### src/rtl/pim_block_scheduler.sv
// Frame-level scheduler: dispatches block ids 0..BLOCK_NUM-1 in order onto the first
// free engine (round-robin from rr_ptr), tracks engine busy flags and signals frame end.
module pim_block_scheduler #(
    parameter int BLOCK_NUM  = 40,
    parameter int PE_NUM     = 4,
    parameter int ADDR_WIDTH = 6
) (
    input  logic                  clk,
    input  logic                  rst,
    input  logic                  core_start,
    input  logic                  mem_ready,
    input  logic [PE_NUM-1:0]     pe_done,
    output logic                  mem_rd_en,
    output logic [ADDR_WIDTH-1:0] mem_rd_addr,
    output logic [PE_NUM-1:0]     pe_start,
    output logic [ADDR_WIDTH-1:0] pe_block_id,
    output logic [PE_NUM-1:0]     pe_busy,
    output logic                  core_busy,
    output logic                  core_end,
    output logic [ADDR_WIDTH:0]   blk_done_cnt,
    output logic                  err_spur
);
    localparam int PTR_W = (PE_NUM > 1) ? $clog2(PE_NUM) : 1;
    localparam int CNT_W = ADDR_WIDTH + 1;
    localparam logic [CNT_W-1:0] LAST_ID = CNT_W'(BLOCK_NUM);

    // The FSM state is a named signal so checkers can bind to it directly.
    typedef enum logic [1:0] {
        IDLE     = 2'd0,
        DISPATCH = 2'd1,
        DRAIN    = 2'd2,
        DONE     = 2'd3
    } state_t;

    state_t           state;
    logic [CNT_W-1:0] next_id;
    logic [PTR_W-1:0] rr_ptr;

    logic [PE_NUM-1:0] done_ok;
    logic [PE_NUM-1:0] done_bad;
    logic [PE_NUM-1:0] start_vec;
    logic [PTR_W-1:0]  target;
    logic [PTR_W-1:0]  rr_next;
    logic              found;
    logic              issue;
    logic [CNT_W-1:0]  done_inc;

    // First free engine at or above rr_ptr, wrapping modulo PE_NUM.
    always_comb begin
        found  = 1'b0;
        target = '0;
        for (int k = 0; k < PE_NUM; k++) begin
            if (!found && !pe_busy[(int'(rr_ptr) + k) % PE_NUM]) begin
                found  = 1'b1;
                target = PTR_W'((int'(rr_ptr) + k) % PE_NUM);
            end
        end
    end

    // Handshake: mem_ready is sampled at the decision edge; a row read is committed
    // only at an edge where mem_ready=1, and mem_rd_en/pe_start show it one cycle later.
    always_comb begin
        issue     = (state == DISPATCH) && (next_id < LAST_ID) && mem_ready && found;
        start_vec = '0;
        if (issue) begin
            start_vec[target] = 1'b1;
        end
        rr_next  = (int'(target) == PE_NUM - 1) ? '0 : target + 1'b1;
        done_ok  = pe_done & pe_busy;
        done_bad = pe_done & ~pe_busy;
        done_inc = CNT_W'($countones(done_ok));
    end

    always_ff @(posedge clk) begin
        if (rst) begin
            state        <= IDLE;
            next_id      <= '0;
            rr_ptr       <= '0;
            mem_rd_en    <= 1'b0;
            mem_rd_addr  <= '0;
            pe_start     <= '0;
            pe_block_id  <= '0;
            pe_busy      <= '0;
            core_busy    <= 1'b0;
            core_end     <= 1'b0;
            blk_done_cnt <= '0;
            err_spur     <= 1'b0;
        end else begin
            pe_start     <= start_vec;
            mem_rd_en    <= issue;
            pe_block_id  <= issue ? next_id[ADDR_WIDTH-1:0] : '0;
            mem_rd_addr  <= issue ? next_id[ADDR_WIDTH-1:0] : '0;
            pe_busy      <= (pe_busy & ~done_ok) | start_vec;
            blk_done_cnt <= blk_done_cnt + done_inc;
            core_end     <= 1'b0;
            if (|done_bad) begin
                err_spur <= 1'b1;
            end
            case (state)
                IDLE: begin
                    if (core_start) begin
                        state        <= DISPATCH;
                        next_id      <= '0;
                        rr_ptr       <= '0;
                        blk_done_cnt <= '0;
                        core_busy    <= 1'b1;
                    end
                end
                DISPATCH: begin
                    if (issue) begin
                        next_id <= next_id + 1'b1;
                        rr_ptr  <= rr_next;
                        if (next_id + 1'b1 == LAST_ID) begin
                            state <= DRAIN;
                        end
                    end
                end
                DRAIN: begin
                    if (blk_done_cnt == LAST_ID) begin
                        state    <= DONE;
                        core_end <= 1'b1;
                    end
                end
                DONE: begin
                    state     <= IDLE;
                    core_busy <= 1'b0;
                end
                default: state <= IDLE;
            endcase
        end
    end
endmodule
### config.mk
export PLATFORM = sky130hd
export DESIGN_NAME = pim_block_scheduler
export DESIGN_NICKNAME = d
export VERILOG_FILES = /design/src/rtl/pim_block_scheduler.sv
export SDC_FILE = /design/constraint.sdc
export NUM_CORES = 1
export LEC_CHECK = 0
export ABC_CLOCK_PERIOD_IN_PS = 2800
export CORE_MARGIN = 3
export CORE_UTILIZATION = 42
export CTS_BUF_LIST = sky130_fd_sc_hd__clkbuf_4
export CTS_CLUSTER_DIAMETER = 200
export DETAILED_ROUTE_END_ITERATION = 8
export PLACE_DENSITY = 0.7
export SLEW_MARGIN = 20
export SYNTH_ARGS = -nofsm -noshare
export SYNTH_HDL_FRONTEND = slang
export SYNTH_SLANG_ARGS = --single-unit
### constraint.sdc
create_clock -name clk -period 2.8 [get_ports clk]
set_input_delay 0.56 -clock clk [delete_from_list [all_inputs] [get_ports clk]]
set_output_delay 0.56 -clock clk [all_outputs]
set_load 0.01 [all_outputs]
==> flow_summary_export.csv, run 1 <==
group,metric,value,unit
run_status,outcome,"finished clean",
synth,synth_ff_type,"dfxtp_1",
cts,post_cts_resize_count,0,
synth,synth_most_common_cell,"dfxtp_1",
run,max_cap_viol_count,0,
detailed_routing,vias,1460,
critical_path,critical_path_class,"in -> reg",
detailed_routing,drc,0,
global_route,grt_pass1_wl,6.134,mm
place,numPortBuffers,38,
cts,cts_hold_buf,0,
synth,yosysWarnings,0,
floorplan,std_cell_rows,23,
layout,drive_gt1_share,8.750,%
cts,cts_root_buf,"clkbuf_4",
pwr,p_leak,0.0008567,µW
timing,finalCritPeriodShare,90.48,%
layout,n_antenna_cell,0,
pwr,power,1359,µW
cts,cts_setup_buffers,0,
synth,yosysTopAreaCell,"dfxtp_1",
floorplan,die_h,71.36,µm
timing,finalSetupViolCount,0,
floorplan,die_w,71.36,µm
timing,slew_headroom,67.24,%
timing,rsz0062_at_grt,"false",
detailed_routing,wl_per_cell,12.22,µm
detailed_routing,first_pass_iters,4,
global_route,grt_pass1_vias,1432,
floorplan,ioPinCount,39,
critical_path,cp-start-kind,"input port",
place,postPlaceCellArea,2191,µm²
cts,insertion_delay,0.34,ns
synth,async_flop_share,0,%
layout,utilization,55.97,%
cts,cts.sinks,36,
floorplan,core_region_area,4058,µm²
layout,fin_nets,260,
layout,area_growth,26.57,%
detailed_routing,wirelength,3.543,mm
timing,finalHoldViolCount,0,
synth,syn_area,1794,µm²
timing,hold_ws,0.5016,ns
synth,syn-num-nets,222,
layout,finish.instance_area,2271,µm²
global_route,grt_overflow,0,
timing,max_freq,0.3947,GHz
synth,synth-seq-area-share,40.17,%
global_route,grtUsageTotal,14.97,%
detailed_routing,drt_iter0_drc,60,
cts,htreeDepth,2,
critical_path,crit_fanout,2,
timing,tightest_slew,0.4914,ns
global_route,antenna_found_initial,0,
layout,seq_area,720.7,µm²
place,place_congestion,0.8697,
floorplan,initial_core_util,44.22,%
cts,path_clk_slew,0.11,ns
critical_path,cp-end-kind,"flip-flop",
synth,synth_top_area_share,40.17,%
timing,final.setup_skew,0.01139,ns
synth,avgSynthCellArea,8.926,µm²
place,dpl.hpwl,2.695,mm
pwr,powerDensity,598.2,nW/µm²
synth,ys_ff_latch,36,
pwr,ir_drop,0.2406,mV
synth,synth_cell_types,44,
floorplan,die-area,5092,µm²
synth,synth_cells,201,
layout,n_fill_cell,382,
detailed_routing,viasPerCell,5.034,
cts,clock_path_buffers,2,
critical_path,required,3.03,ns
cts,cts_buffers,5,
timing,fin_setup_tns,0,ns
synth,synthTopCellsByArea,"dfxtp_1 (40%), ha_1 (7.0%), a21oi_1 (4.7%)",
global_route,grt_start_max_net_pins,20,
detailed_routing,ant_nets,0,
timing,post-route-min-period,2.533,ns
layout,multi_input_area,925.9,µm²
synth,yosys-top-cells-count,"dfxtp_1 (36), nor2_1 (21), inv_1 (19)",
synth,synth_edf_count,0,
timing,final-max-slew-violation-count,0,
cts,cts_tree,"yes",
hold_path,hold_class,"reg -> reg",
critical_path,cp.arrival,2.76,ns
==> critical path: stages <==
cell             delay, ns
clkdlybuf4s50_1       0.48
nand2_1               0.07
fa_1                  0.45
inv_1                 0.09
fa_1                  0.20
inv_1                 0.05
fa_1                  0.38
nor2_1                0.18
nand3_1               0.11
xor2_1                0.14
nor2_1                0.05
==> layer usage <==
metal / vias up / share of wire, % / track usage [%]
li1: 745 / - / -
met1: 668 / 48 / 19.18
met2: 40 / 46 / 24.39
met3: 7 / 4.5 / 3.647
met4: 0 / 1.6 / 5.637
met5: - / 0 / 0
==> area by class of cell <==
type	count	share of cell area (%)
inverters	19	3.140
repair buffers	42	18.07
multi-input cells	135	40.77
well taps	50	2.755
flip-flops and latches	36	31.74
clock buffers	6	1.983
clock inverters	2	1.543
==> cells in the final DEF, fill, tap and decap left out, types with 2 or more instances in the layout <==
| cell | instances |
|---|---|
| or3_1 | 2 |
| clkbuf_4 | 6 |
| buf_4 | 4 |
| o21ai_0 | 2 |
| nand3_1 | 10 |
| nor2b_1 | 2 |
| dfxtp_1 | 36 |
| o21ai_2 | 2 |
| clkdlybuf4s50_1 | 38 |
| fa_1 | 3 |
| o21a_1 | 2 |
| a21oi_1 | 17 |
| a2bb2oi_1 | 4 |
| xor2_1 | 3 |
| nor3b_1 | 2 |
| ha_1 | 10 |
| inv_1 | 19 |
| xnor2_1 | 3 |
| nor3_1 | 3 |
| nand2_1 | 12 |
| nand2b_1 | 6 |
| nor2_1 | 21 |
| a21o_2 | 2 |
| and2_1 | 11 |
==> state kept, by name, indices dropped and copies added, names as in the netlist <==
signal / flops
blk_done_cnt: 7
core_busy: 1
core_end: 1
err_spur: 1
mem_rd_en: 1
next_id: 7
pe_block_id: 6
pe_busy: 4
pe_start: 4
rr_ptr: 2
state: 2
==> metrics by stage <==
step | setup slack [ns] | std cells
2_1_floorplan | 0.4859 | 201
5_1_grt | 0.09101 | 290
3_5_place_dp | -0.1258 | 282
6_report | 0.2667 | 290
4_1_cts | 0.2596 | 290
3_3_place_gp | -0.05981 | 282
==> where the power goes <==
part           switching, µW  internal (µW)
combinational            244            165
sequential              33.4            547
clock                    172            197
==> cells by family (layout without fill, tap and decap cells) <==
family | count (synthesis) | in the layout | synth area share [%]
simple gates | 77 | 77 | 22.39
compound gates | 38 | 38 | 15.20
flops | 36 | 36 | 40.17
buf+inv | 30 | 69 | 8.229
fa+ha+maj | 13 | 13 | 10.32
xor+xnor | 6 | 6 | 2.929
mux | 1 | 1 | 0.7669
==> path summary, 6_finish.rpt <==
| path | start | endpoint | slack, ns | cells past startpoint |
|---|---|---|---|---|
| max | pe_done[0] | blk_done_cnt[6] | 0.27 | 11 |
| max reg2reg | pe_busy[0] | blk_done_cnt[6] | 0.49 | 10 |
| min reg2reg | next_id[6] | next_id[6] | 0.50 | 1 |
| min | next_id[6] | next_id[6] | 0.50 | 1 |
No activity file was read; power rests on OpenSTA's default activity.
==> run 2, diff against run 1 <==
Settings changed: SKIP_CTS_REPAIR_TIMING set to 1.
==> results of run 2 <==
Final layout, timing and power as in run 1 (identical DEF).
==> run 3, diff against run 2 <==
Settings changed: CORE_UTILIZATION 42 to 52, PLACE_DENSITY 0.7 to 0.84, RECOVER_POWER set to 50.
==> run 3 against run 2 <==
  * Register-to-register slack barely moved
  * Final area fell by 1.9%
  * Core utilization rose by 14 points
  * Largest cell class unchanged
  * Clock skew rose by 0.0082 ns
  * Final cell count fell by 2.4%
  * Sequential power barely moved
  * Combinational power fell by 2%
  * Wire length rose by 1.0%
  * Flip-flop and latch count did not move
==> flow_summary_export.csv, run 3 (synthesis gave the netlist of run 1 again) <==
group,metric,value,unit
timing,setup_ws,0.2949,ns
layout,area_growth,24.20,%
layout,drive_gt1_share,7.950,%
detailed_routing,drc,0,
timing,rsz0062_at_grt,"false",
timing,final.setup_skew,0.01963,ns
cts,insertion_delay,0.35,ns
critical_path,crit_end,"blk_done_cnt[6]",
layout,final_cell_mix,"dfxtp_1 (36), dlygate4sd3_1 (24), nor2_1 (21)",
critical_path,required,3.04,ns
layout,fin_cells,283,
cts,path_clk_slew,0.12,ns
layout,n_antenna_cell,0,
timing,final-max-slew-violation-count,0,
critical_path,critPathLaunch,"pe_done[0]",
detailed_routing,vias,1469,
critical_path,cp-end-kind,"flip-flop",
cts,htreeDepth,2,
critical_path,worstReg2RegStart,"pe_busy[0]",
timing,finalSetupViolCount,0,
floorplan,ioPinCount,39,
critical_path,r2r_cells,10,
global_route,antenna_found_initial,0,
layout,multi_input_area,920.9,µm²
timing,finalHoldViolCount,0,
cts,cts.sinks,36,
floorplan,die_w,64.74,µm
place,dpl.hpwl,2.788,mm
detailed_routing,drt_iter0_drc,76,
layout,n_fill_cell,256,
layout,fin_nets,260,
pwr,ir_drop,0.3882,mV
detailed_routing,wl_per_cell,12.65,µm
detailed_routing,wirelength,3.579,mm
pwr,p_leak,0.0009174,µW
floorplan,core_region_area,3178,µm²
pwr,powerDensity,560.7,nW/µm²
timing,tightest_slew,0.4508,ns
cts,cts_tree,"yes",
global_route,grtUsageTotal,20.10,%
critical_path,cp-start-kind,"input port",
timing,fin_setup_tns,0,ns
detailed_routing,first_pass_iters,4,
layout,seq_area,720.7,µm²
timing,max_freq,0.3992,GHz
place,placedCellCount,276,
timing,slew_headroom,69.95,%
floorplan,std_cell_rows,20,
place,dp_slack,-0.09560,ns
global_route,grt_pass1_wl,6.506,mm
run_status,outcome,"finished clean",
floorplan,die-area,4191,µm²
layout,utilization,70.12,%
critical_path,cp.arrival,2.75,ns
place,numPortBuffers,38,
floorplan,die_h,64.74,µm
critical_path,critical_path_class,"in -> reg",
timing,finalCritPeriodShare,89.47,%
floorplan,initial_core_util,56.46,%
critical_path,regToRegSetupSlack,0.48,ns
run,max_cap_viol_count,0,
layout,top_regs,"blk_done_cnt (7), next_id (7), pe_block_id (6)",
global_route,grt_start_max_net_pins,20,
pwr,power,1249,µW
timing,post-route-min-period,2.505,ns
detailed_routing,viasPerCell,5.191,
cts,cts_root_buf,"clkbuf_4",
layout,layout_commonest_cell,"dfxtp_1",
hold_path,hold_class,"reg -> reg",
cts,cts_buffers,5,
critical_path,r2r-end,"blk_done_cnt[6]",
cts,clock_path_buffers,2,
global_route,grt_pass1_vias,1418,
critical_path,crit_fanout,2,
place,place_congestion,0.8299,
detailed_routing,ant_nets,0,
global_route,grt_overflow,0,
run 3: how the worst min path moves through the flow:
stage	endpoint	cells after the start	from
6_report	rr_ptr[0]	2	rr_ptr[0]
5_1_grt	rr_ptr[0]	2	rr_ptr[0]
4_1_cts	rr_ptr[0]	2	rr_ptr[0]
3_5_place_dp	rr_ptr[0]	2	rr_ptr[0]
3_3_place_gp	rr_ptr[0]	2	rr_ptr[0]
2_1_floorplan	rr_ptr[0]	2	rr_ptr[0]
run 3: metal layers:
metal	GRT usage (%)	up-vias	share of wire [%]
li1	-	743	-
met1	23.34	674	45
met2	34.61	46	48
met3	6.239	6	5.6
met4	7.124	0	1.6
met5	0	-	0
run 3: cell type report:
cell class / instances / area share (%)
tap: 44 / 2.471
clock inverter: 2 / 0.5615
multi-input combinational: 135 / 41.33
sequential: 36 / 32.34
clock buffer: 5 / 1.684
timing repair buffer: 42 / 18.42
inverter: 19 / 3.200
run 3: worst max-delay path, cell delays in order:
cell and delay, ns:
clkdlybuf4s50_1 0.47, nand2_1 0.07, fa_1 0.45, inv_1 0.09, fa_1 0.19, inv_1 0.05
fa_1 0.37, nor2_1 0.19, nand3_1 0.12, xor2_1 0.14, nor2_1 0.05
run 3: per-stage QoR:
stage                     instance area, µm²  hold WS, ns
after CTS                               2233       0.5052
after global routing                    2228       0.5322
final                                   2228       0.5102
after detailed placement                2183       0.4874
after global placement                  2183       0.4760
after floorplan                         1794       0.4508
run 3: report_power, final:
part	switching [µW]	leakage [µW]	internal (µW)	total [µW]
clock	176	0.0000271	91.5	268
combinational	242	0.000599	160	402
sequential	33.3	0.000291	547	580
